**config.mk**
```make
export PLATFORM = sky130hd
export DESIGN_NAME = hpi_burst_ctrl
export DESIGN_NICKNAME = d
export VERILOG_FILES = /design/src/rtl/hpi_pkg.sv /design/src/rtl/hpi_phase_timer.sv /design/src/rtl/hpi_burst_ctrl.sv
export SDC_FILE = /design/constraint.sdc
export NUM_CORES = 1
export LEC_CHECK = 0
export CAP_MARGIN = 40
export CORE_MARGIN = 5
export CORE_UTILIZATION = 40
export CTS_CLUSTER_SIZE = 24
export DETAILED_ROUTE_END_ITERATION = 12
export GPL_ROUTABILITY_DRIVEN = 0
export PLACE_DENSITY_LB_ADDON = 0.15
export SYNTH_ARGS = -nofsm -noshare
export SYNTH_HDL_FRONTEND = slang
export SYNTH_SLANG_ARGS = --single-unit
```
**constraint.sdc**
```tcl
create_clock -name clk_clk -period 2.5 [get_ports clk_clk]
set_input_delay 0.5 -clock clk_clk [delete_from_list [all_inputs] [get_ports clk_clk]]
set_output_delay 0.5 -clock clk_clk [all_outputs]
set_load 0.005 [all_outputs]
```
**src/rtl/hpi_pkg.sv**
```systemverilog
// hpi_pkg: shared types and constants for the CY7C67200 HPI burst master.
//   hpi_state_e       controller FSM states (StChipRst only reachable with HPI_RESET_SEQ_EN)
//   HPI_REG_*         HPI register selects driven on otg_hpi_address
//   is_addr_phase()   true in the address-write phase states
//   is_data_phase()   true in the data-access phase states
package hpi_pkg;

    typedef enum logic [3:0] {
        StIdle,
        StASetup,
        StAStrobe,
        StAHold,
        StDSetup,
        StDStrobe,
        StDHold,
        StDone,
        StChipRst
    } hpi_state_e;

    localparam logic [1:0] HPI_REG_DATA    = 2'd0;
    localparam logic [1:0] HPI_REG_MAILBOX = 2'd1;
    localparam logic [1:0] HPI_REG_ADDR    = 2'd2;
    localparam logic [1:0] HPI_REG_STATUS  = 2'd3;

    function automatic logic is_addr_phase(hpi_state_e s);
        return (s == StASetup) || (s == StAStrobe) || (s == StAHold);
    endfunction

    function automatic logic is_data_phase(hpi_state_e s);
        return (s == StDSetup) || (s == StDStrobe) || (s == StDHold);
    endfunction

endpackage

```
**src/rtl/hpi_phase_timer.sv**
```systemverilog
// hpi_phase_timer: loadable down-counter with zero flag, shared by every HPI phase.
//   clk         system clock
//   reset_n     synchronous active-low reset (counter takes RESET_VALUE)
//   load        load load_value this cycle (has priority over counting)
//   load_value  value to load (phase length minus one)
//   zero        counter is at zero; the owning phase ends this cycle
module hpi_phase_timer #(
    parameter int unsigned W           = 4,
    parameter int unsigned RESET_VALUE = 0
) (
    input  logic         clk,
    input  logic         reset_n,
    input  logic         load,
    input  logic [W-1:0] load_value,
    output logic         zero
);

    logic [W-1:0] count_q;

    always_ff @(posedge clk) begin
        if (!reset_n) begin
            count_q <= W'(RESET_VALUE);
        end else if (load) begin
            count_q <= load_value;
        end else if (count_q != '0) begin
            count_q <= count_q - 1'b1;
        end
    end

    assign zero = (count_q == '0);

endmodule

```
**src/rtl/hpi_burst_ctrl.sv**
```systemverilog
// hpi_burst_ctrl: HPI master for the CY7C67200. Turns burst / direct-register commands into
// timed otg_hpi address, chip-select, read and write strobes and owns the data output enable.
// Optional feature macro: HPI_RESET_SEQ_EN adds a chip reset pulse of RESET_CYC cycles after
// reset_reset_n is released.
//   clk_clk, reset_reset_n       clock, synchronous active-low reset
//   cmd_*                        command port (valid/ready, write, direct, addr, len)
//   wr_valid/wr_ready/wr_data    write data stream, one word per data phase
//   rd_valid/rd_data             read data, one-cycle pulse per word, no backpressure
//   busy, done                   not idle / one-cycle completion pulse
//   otg_hpi_*                    HPI pins (address, cs_n, r_n, w_n, reset_n, data out/oe/in)
module hpi_burst_ctrl
    import hpi_pkg::*;
#(
    parameter int unsigned DATA_W     = 16,
    parameter int unsigned LEN_W      = 8,
    parameter int unsigned SETUP_CYC  = 1,
    parameter int unsigned STROBE_CYC = 2,
    parameter int unsigned HOLD_CYC   = 1,
    parameter int unsigned RESET_CYC  = 16
) (
    input  logic              clk_clk,
    input  logic              reset_reset_n,
    input  logic              cmd_valid,
    output logic              cmd_ready,
    input  logic              cmd_write,
    input  logic              cmd_direct,
    input  logic [15:0]       cmd_addr,
    input  logic [LEN_W-1:0]  cmd_len,
    input  logic              wr_valid,
    output logic              wr_ready,
    input  logic [DATA_W-1:0] wr_data,
    output logic              rd_valid,
    output logic [DATA_W-1:0] rd_data,
    output logic              busy,
    output logic              done,
    output logic [1:0]        otg_hpi_address,
    output logic              otg_hpi_cs_n,
    output logic              otg_hpi_r_n,
    output logic              otg_hpi_w_n,
    output logic              otg_hpi_reset_n,
    output logic [DATA_W-1:0] otg_hpi_data_out,
    output logic              otg_hpi_data_oe,
    input  logic [DATA_W-1:0] otg_hpi_data_in
);

`ifdef HPI_RESET_SEQ_EN
    localparam hpi_state_e  RESET_STATE = StChipRst;
    // Timer starts at RESET_CYC so the pulse lasts RESET_CYC full cycles after release.
    localparam int unsigned RST_LOAD    = RESET_CYC;
`else
    localparam hpi_state_e  RESET_STATE = StIdle;
    localparam int unsigned RST_LOAD    = 0;
`endif

    localparam int unsigned MAX_SH  = (SETUP_CYC > HOLD_CYC) ? SETUP_CYC : HOLD_CYC;
    localparam int unsigned MAX_SHT = (MAX_SH > STROBE_CYC) ? MAX_SH : STROBE_CYC;
    localparam int unsigned MAX_CYC = (MAX_SHT > RESET_CYC) ? MAX_SHT : RESET_CYC;
    localparam int unsigned TIMER_W = $clog2(MAX_CYC + 1);

    hpi_state_e          state_q, state_d;
    logic                write_q;
    logic                direct_q;
    logic [1:0]          reg_sel_q;
    logic [LEN_W-1:0]    count_q;
    logic [DATA_W-1:0]   data_q;
    logic                have_word_q;
    logic [DATA_W-1:0]   rd_data_q;
    logic                rd_valid_q;

    logic                timer_load;
    logic [TIMER_W-1:0]  timer_value;
    logic                timer_zero;
    logic                accept;
    logic                wr_take;
    logic                stall;
    logic                rd_sample;
    logic                run;
    logic                in_addr;
    logic                in_data;

    hpi_phase_timer #(
        .W           (TIMER_W),
        .RESET_VALUE (RST_LOAD)
    ) u_timer (
        .clk        (clk_clk),
        .reset_n    (reset_reset_n),
        .load       (timer_load),
        .load_value (timer_value),
        .zero       (timer_zero)
    );

    always_comb begin
        state_d   = state_q;
        accept    = 1'b0;
        wr_take   = 1'b0;
        stall     = 1'b0;
        rd_sample = 1'b0;
        unique case (state_q)
            StIdle: begin
                if (cmd_valid) begin
                    accept  = 1'b1;
                    state_d = cmd_direct ? StDSetup : StASetup;
                end
            end
            StASetup:  if (timer_zero) state_d = StAStrobe;
            StAStrobe: if (timer_zero) state_d = StAHold;
            StAHold: begin
                if (timer_zero) state_d = (count_q == '0) ? StDone : StDSetup;
            end
            StDSetup: begin
                // Writes wait here with CS released until the word is available.
                if (write_q && !have_word_q) begin
                    if (wr_valid) wr_take = 1'b1;
                    else          stall   = 1'b1;
                end
                if (!stall && timer_zero) state_d = StDStrobe;
            end
            StDStrobe: begin
                if (timer_zero) begin
                    rd_sample = !write_q;
                    state_d   = StDHold;
                end
            end
            StDHold: begin
                if (timer_zero) state_d = (count_q <= LEN_W'(1)) ? StDone : StDSetup;
            end
            StDone: state_d = StIdle;
`ifdef HPI_RESET_SEQ_EN
            StChipRst: if (timer_zero) state_d = StIdle;
`endif
            default: state_d = StIdle;
        endcase

        // Stall reloads the setup count so setup restarts once data arrives.
        timer_load = stall || (state_d != state_q);
        case (state_d)
            StASetup, StDSetup:   timer_value = TIMER_W'(SETUP_CYC - 1);
            StAStrobe, StDStrobe: timer_value = TIMER_W'(STROBE_CYC - 1);
            StAHold, StDHold:     timer_value = TIMER_W'(HOLD_CYC - 1);
            StChipRst:            timer_value = TIMER_W'(RESET_CYC - 1);
            default:              timer_value = '0;
        endcase
    end

    always_ff @(posedge clk_clk) begin
        if (!reset_reset_n) begin
            state_q     <= RESET_STATE;
            write_q     <= 1'b0;
            direct_q    <= 1'b0;
            reg_sel_q   <= 2'd0;
            count_q     <= '0;
            data_q      <= '0;
            have_word_q <= 1'b0;
            rd_data_q   <= '0;
            rd_valid_q  <= 1'b0;
        end else begin
            state_q    <= state_d;
            rd_valid_q <= rd_sample;
            if (accept) begin
                write_q     <= cmd_write;
                direct_q    <= cmd_direct;
                reg_sel_q   <= cmd_addr[1:0];
                count_q     <= cmd_direct ? LEN_W'(1) : cmd_len;
                have_word_q <= 1'b0;
                // The address phase drives the chip address as its write data.
                if (!cmd_direct) data_q <= DATA_W'(cmd_addr);
            end
            if (wr_take) begin
                data_q      <= wr_data;
                have_word_q <= 1'b1;
            end
            if (rd_sample) rd_data_q <= otg_hpi_data_in;
            if ((state_q == StDHold) && timer_zero) begin
                have_word_q <= 1'b0;
                if (count_q != '0) count_q <= count_q - 1'b1;
            end
        end
    end

    // Pin outputs are forced inactive while reset is asserted.
    assign run     = reset_reset_n;
    assign in_addr = is_addr_phase(state_q);
    assign in_data = is_data_phase(state_q);

    assign cmd_ready        = run && (state_q == StIdle);
    assign busy             = run && (state_q != StIdle);
    assign done             = run && (state_q == StDone);
    assign wr_ready         = run && (state_q == StDSetup) && write_q && !have_word_q;
    assign rd_valid         = rd_valid_q;
    assign rd_data          = rd_data_q;
    assign otg_hpi_data_out = data_q;

    always_comb begin
        otg_hpi_address = 2'd0;
        if (run && in_addr)      otg_hpi_address = HPI_REG_ADDR;
        else if (run && in_data) otg_hpi_address = direct_q ? reg_sel_q : HPI_REG_DATA;
    end

    assign otg_hpi_cs_n    = !(run && (in_addr || in_data) && !stall);
    assign otg_hpi_w_n     = !(run && ((state_q == StAStrobe) ||
                                       ((state_q == StDStrobe) && write_q)));
    assign otg_hpi_r_n     = !(run && (state_q == StDStrobe) && !write_q);
    assign otg_hpi_data_oe = run && (in_addr || (in_data && write_q && !stall));

`ifdef HPI_RESET_SEQ_EN
    assign otg_hpi_reset_n = !(run && (state_q == StChipRst));
`else
    assign otg_hpi_reset_n = 1'b1;
`endif

endmodule

```
# Word level (Yosys, flattened, before mapping)
# Index checks and enable logic that the tools add are counted.
# Widths: inputs -> output; s select.
[word_totals]
in_bits = 62
ff_bits = 55
word_cells = 109
[classes]
n_addsub = 2
reduce_logical = 46
bitwise = 1
n_eq_ne = 12
n_lt_le_gt_ge = 1
muxes = 37
[op_table]
columns = ["operator", "count"]
rows = [
  ["$mux 16", 3],
  ["$mux 8", 4],
  ["$mux 4", 7],
  ["$pmux 4 s7", 1],
  ["$eq 4x3->1 const B", 5],
  ["$logic_and 1x1->1", 20],
  ["$mux 1", 13],
  ["$eq 4x2->1 const B", 3],
  ["$mux 2", 5],
  ["$mux 5", 2],
  ["$le 8x1->1 const B", 1],
  ["$logic_not 8->1", 1],
  ["$logic_or 1x1->1", 8],
  ["$pmux 4 s2", 1],
  ["$reduce_bool 8->1", 1],
  ["$sub 8x1->8 const B", 1],
  ["$logic_not 1->1", 7],
  ["$logic_not 5->1", 1],
  ["$reduce_bool 5->1", 1],
  ["$sub 5x1->5 const B", 1],
  ["$eq 4x1->1 const B", 1],
  ["$eq 4x4->1 const B", 1],
  ["$logic_not 4->1", 1],
  ["$ne 4x4->1", 1],
  ["7 further kinds", 9],
]

# Logic depth before layout (Yosys ltp)
[logic_depth]
word_depth = 12
mapped_depth = 9

# By module
# Synthesis repeated with hierarchy kept, for this count alone.
[unflattened]
cells_unflattened = 339
hier_area_um2 = 2957.8
[modules_own_cells]
columns = ["module", "seq_area_each_um2", "cells_each", "area_per_inst_um2", "n_inst"]
rows = [
  ["hpi_burst_ctrl", 1001.0, 305, 2657.5, 1],
  ["hpi_phase_timer", 100.1, 34, 300.3, 1],
]

# Least setup slack after synthesis
# Ideal clock, no wire load.
[synth_timing]
path_kind = "register to register"
startpoint = "reg u_timer.count_q[0]"
endpoint = "reg count_q[3]"
required_ns = 2.429
stages_incl_launch_ff = 10
arrival_time_ns = 2.370
path_slack_ns = 0.059
period_less_slack_ns = 2.441
path_cell_list = "dfxtp_1 > inv_1 > ha_1 > or4b_1 > buf_2 > or3_4 > nor4_4 > nor2b_1 > mux2_2 > a21oi_1"
[synth_via]
elab_chain_cells = 3
[synth_lines]
columns = ["element", "line", "source"]
rows = [
  ["from (decl)", "hpi_phase_timer.sv:18", "logic [W-1:0] count_q;"],
  ["from (signal assigned)", "hpi_phase_timer.sv:22", "count_q <= W'(RESET_VALUE);"],
  ["from (signal assigned)", "hpi_phase_timer.sv:24", "count_q <= load_value;"],
  ["from (signal assigned)", "hpi_phase_timer.sv:26", "count_q <= count_q - 1'b1;"],
  ["$logic_not 5->1", "hpi_phase_timer.sv:30", "assign zero = (count_q == '0);"],
  ["$logic_and 1x1->1", "hpi_burst_ctrl.sv:173", "if ((state_q == StDHold) && timer_zero) begin"],
  ["$mux 8", "hpi_burst_ctrl.sv:173", ""],
  ["to (signal assigned)", "hpi_burst_ctrl.sv:163", "count_q <= cmd_direct ? LEN_W'(1) : cmd_len;"],
  ["to (signal assigned)", "hpi_burst_ctrl.sv:175", "if (count_q != '0) count_q <= count_q - 1'b1;"],
  ["to (decl)", "hpi_burst_ctrl.sv:64", "logic [LEN_W-1:0] count_q;"],
]
# Every way passes these cells.
# A chain may end at the register's enable or synchronous reset.

# Final worst setup path
[layout_timing]
startpoint = "reg u_timer.count_q[1]"
endpoint = "reg count_q[3]"
# The elaborated chain is that of the path after synthesis.

==> results.yml <==
yosys:
  synth_cell_types: 53
  synth_edf_count: 0
  syn_area_um2: 2750
  ys.flop_type: "dfxtp_1"
  ys_seq_area_share_pct: 40.1
  synth-seq-cells: 55
  yosys_warnings: 0
  async_reset_ff_share_pct: 0
  syn_nets: 399
  syn_inst: 332
  syn_avg_cell_area_um2: 8.28
power_and_ir_drop:
  ir_worst_vdd_v: 0.000283
  p_leak_uw: 0.00163
  power.density_nw_per_um2: 456
final_layout:
  stdcell_count: 550
  diodes: 0
  drive_gt1_share_pct: 19.1
  area_delta_synth_final_pct: 61.0
  n_fill_cell: 580
  nets: 536
timing:
  rsz0062_at_grt: "true"
  fin_crit_ns: 2.49
  fmax_ghz: 0.402
  setup-violations-final: 0
  clock_skew_ns: 0.0103
  slew_headroom_pct: 55.5
  worst_pin_slew_ns: 0.666
  hold_ws_ns: 0.456
  min_period_over_period_pct: 99.6
  slew_viol_final: 0
  hold_viol: 0
place:
  port_buffers: 104
  dpl.hpwl_um: 5960
  post-place-cells: 532
critical_path:
  r2r_start: "u_timer.count_q[1]"
  r2r_slack_ns: 0.01
  cp-endpoint: "count_q[3]"
  crit_path_start_kind: "register"
  arrival_ns: 2.74
  end_kind: "register"
  worstPathMaxFanout: 5
  critPathRequiredTime_ns: 2.75
  cp-startpoint: "u_timer.count_q[1]"
  worstSetupPathType: "register to register"
  reg2reg_depth: 9
  reg2reg_to: "count_q[3]"
drt:
  via_per_inst: 5.18
  avgRoutedWirePerCell_um: 14.9
  drt_iter0_drc: 126
  drc: 0
  vias: 2849
  dr.pass1.iters: 4
  drt_wl_total_um: 8210
  final_antenna_net_count: 0
cts:
  clock_latency_ns: 0.31
  clockBufferDepth: 2
  cts_tree: "built"
  cts_sinks: 55
  ctsHoldBuffers: 0
  clk_pin_slew_ns: 0.11
  htree_levels: 2
  cts_made_buffers: 5
  cts-root-buf: "clkbuf_8"
die:
  die_h_um: 92.9
  num_io_pins: 106
  start_util_pct: 40.7
  row_count: 30
  die_w_um: 92.9
  die_area_um2: 8630
  core_um2: 6760
hold_path:
  hp-start: "rd_data[0]"
  hold_path.class: "register to register"
job:
  maxCapViolations: 0
global_route:
  antenna_found_initial: 0
  grt_first_pass_wirelength_um: 13400
  grt_pass1_vias: 2818
  grt_max_degree: 40
  track_usage_pct: 19.0
  overflow: 0
outcome:
  status: "finished, final reports clean"
[layout by cell type (no fill, tap or decap), drive strengths merged, types with 2 or more instances in the layout]
cell,instances
a211oi,19
a21oi,30
a221oi,2
a31oi,3
and2,3
and3,3
buf,47
clkbuf,7
clkdlybuf4s50,97
conb,2
dfxtp,55
dlygate4sd2,5
dlymetal6s2s,2
ha,5
inv,6
mux2,4
mux2i,17
nand2,55
nand2b,6
nand3,9
nand3b,3
nor2,38
nor2b,2
nor3,5
nor3b,2
nor4,7
nor4b,3
o2111a,2
o21ai,4
o22ai,3
or2,2
or3,2
xnor2,3
[worst min path at each step]
| stage | depth (start not counted) | endpoint |
|---|---|---|
| after floorplan | 2 | have_word_q |
| after global placement | 2 | have_word_q |
| after detailed placement | 2 | rd_data[15] |
| after CTS | 2 | rd_data[15] |
| after global routing | 2 | rd_data[15] |
| final | 2 | rd_data[0] |
[critical path, cell delays in order (launching register included)]
cell and delay [ns]:
dfxtp_2 0.34, inv_2 0.07, ha_4 0.13, or4b_4 0.47, buf_8 0.15, or3_4 0.34
nor4_4 0.29, nor2b_4 0.21, mux2_4 0.31, a21oi_2 0.12
[stage by stage]
step	setup TNS (ns)	instance area (um^2)	util, %	worst slack [ns]	power (uW)
after floorplan	0	2750	-	0.0588	1160
final	0	4430	65.5	0.00994	2020
after detailed placement	-0.594	4100	60.7	-0.143	1390
after CTS	0	4230	62.6	0.00249	1930
after global placement	-0.403	4100	60.7	-0.134	1390
after global routing	-0.255	4430	65.5	-0.106	2110
[synth_stat cells, drive strengths merged, types with 4 or more instances]
| cell type | n | area share (%) |
|---|---|---|
| mux2 | 4 | 1.8 |
| inv | 6 | 0.82 |
| a21oi | 30 | 5.6 |
| mux2i | 17 | 6.2 |
| nor4 | 7 | 2.7 |
| nand3 | 9 | 1.6 |
| nand2b | 6 | 1.4 |
| clkbuf | 15 | 2.0 |
| nor3 | 5 | 0.91 |
| ha | 5 | 2.3 |
| nand2 | 55 | 7.5 |
| nor2 | 38 | 5.2 |
| dfxtp | 55 | 40 |
| o21ai | 4 | 0.73 |
| buf | 7 | 1.3 |
| a211oi | 19 | 5.2 |
[routing by layer]
metal  up-vias  share of wire (%)  global-route usage [%]
met1      1322                 42                    23.5
met2        74                 50                    33.0
met3         8                6.4                    4.55
li1       1445                  -                       -
met5         -                  0                       0
met4         0                1.1                    4.88
[report_power, final]
group | internal (uW) | switching [uW]
registers | 905 | 21.5
logic | 328 | 227
clock network | 227 | 310
total | 1460 | 559
[state kept, by name, indices dropped and copies added (netlist names)]
signal / count
otg_hpi_data_out: 16
rd_data: 16
count_q: 8
u_timer.count_q: 5
state_q: 4
reg_sel_q: 2
direct_q: 1
have_word_q: 1
rd_valid: 1
write_q: 1
[cell type report]
| cell class | count | area (um^2) | share of cell area (%) |
|---|---|---|---|
| multi-input combinational | 249 | 1650 | 37.2 |
| sequential | 55 | 1100 | 24.9 |
| clock buffer | 6 | 82.6 | 1.87 |
| clock inverter | 2 | 16.3 | 0.367 |
| timing repair buffer | 152 | 1450 | 32.8 |
| inverter | 6 | 22.5 | 0.509 |
| tap | 80 | 100 | 2.26 |
[cells by family (layout without fill, tap and decap cells)]
family | count (synthesis) | count (layout) | share of synthesized area (%)
other | 2 | 2 | 0.273
adder cells (fa/ha/maj) | 5 | 5 | 2.28
AND/OR/NAND/NOR | 142 | 142 | 25.7
AO/OA/AOI/OAI | 76 | 76 | 18.6
XOR/XNOR | 3 | 3 | 0.956
flip-flops | 55 | 55 | 40.1
buffers and inverters | 28 | 166 | 4.19
multiplexers | 21 | 21 | 7.97
[what timing repair did]
| item | CTS | global route |
|---|---|---|
| pin swaps | 1 | 10 |
| gates cloned | 0 | 1 |
| endpoints found under the setup margin | 7 | 16 |
| gates resized for setup | 12 | 27 |
| setup buffers | 0 | 9 |
Power figures use the tool's default switching activity.
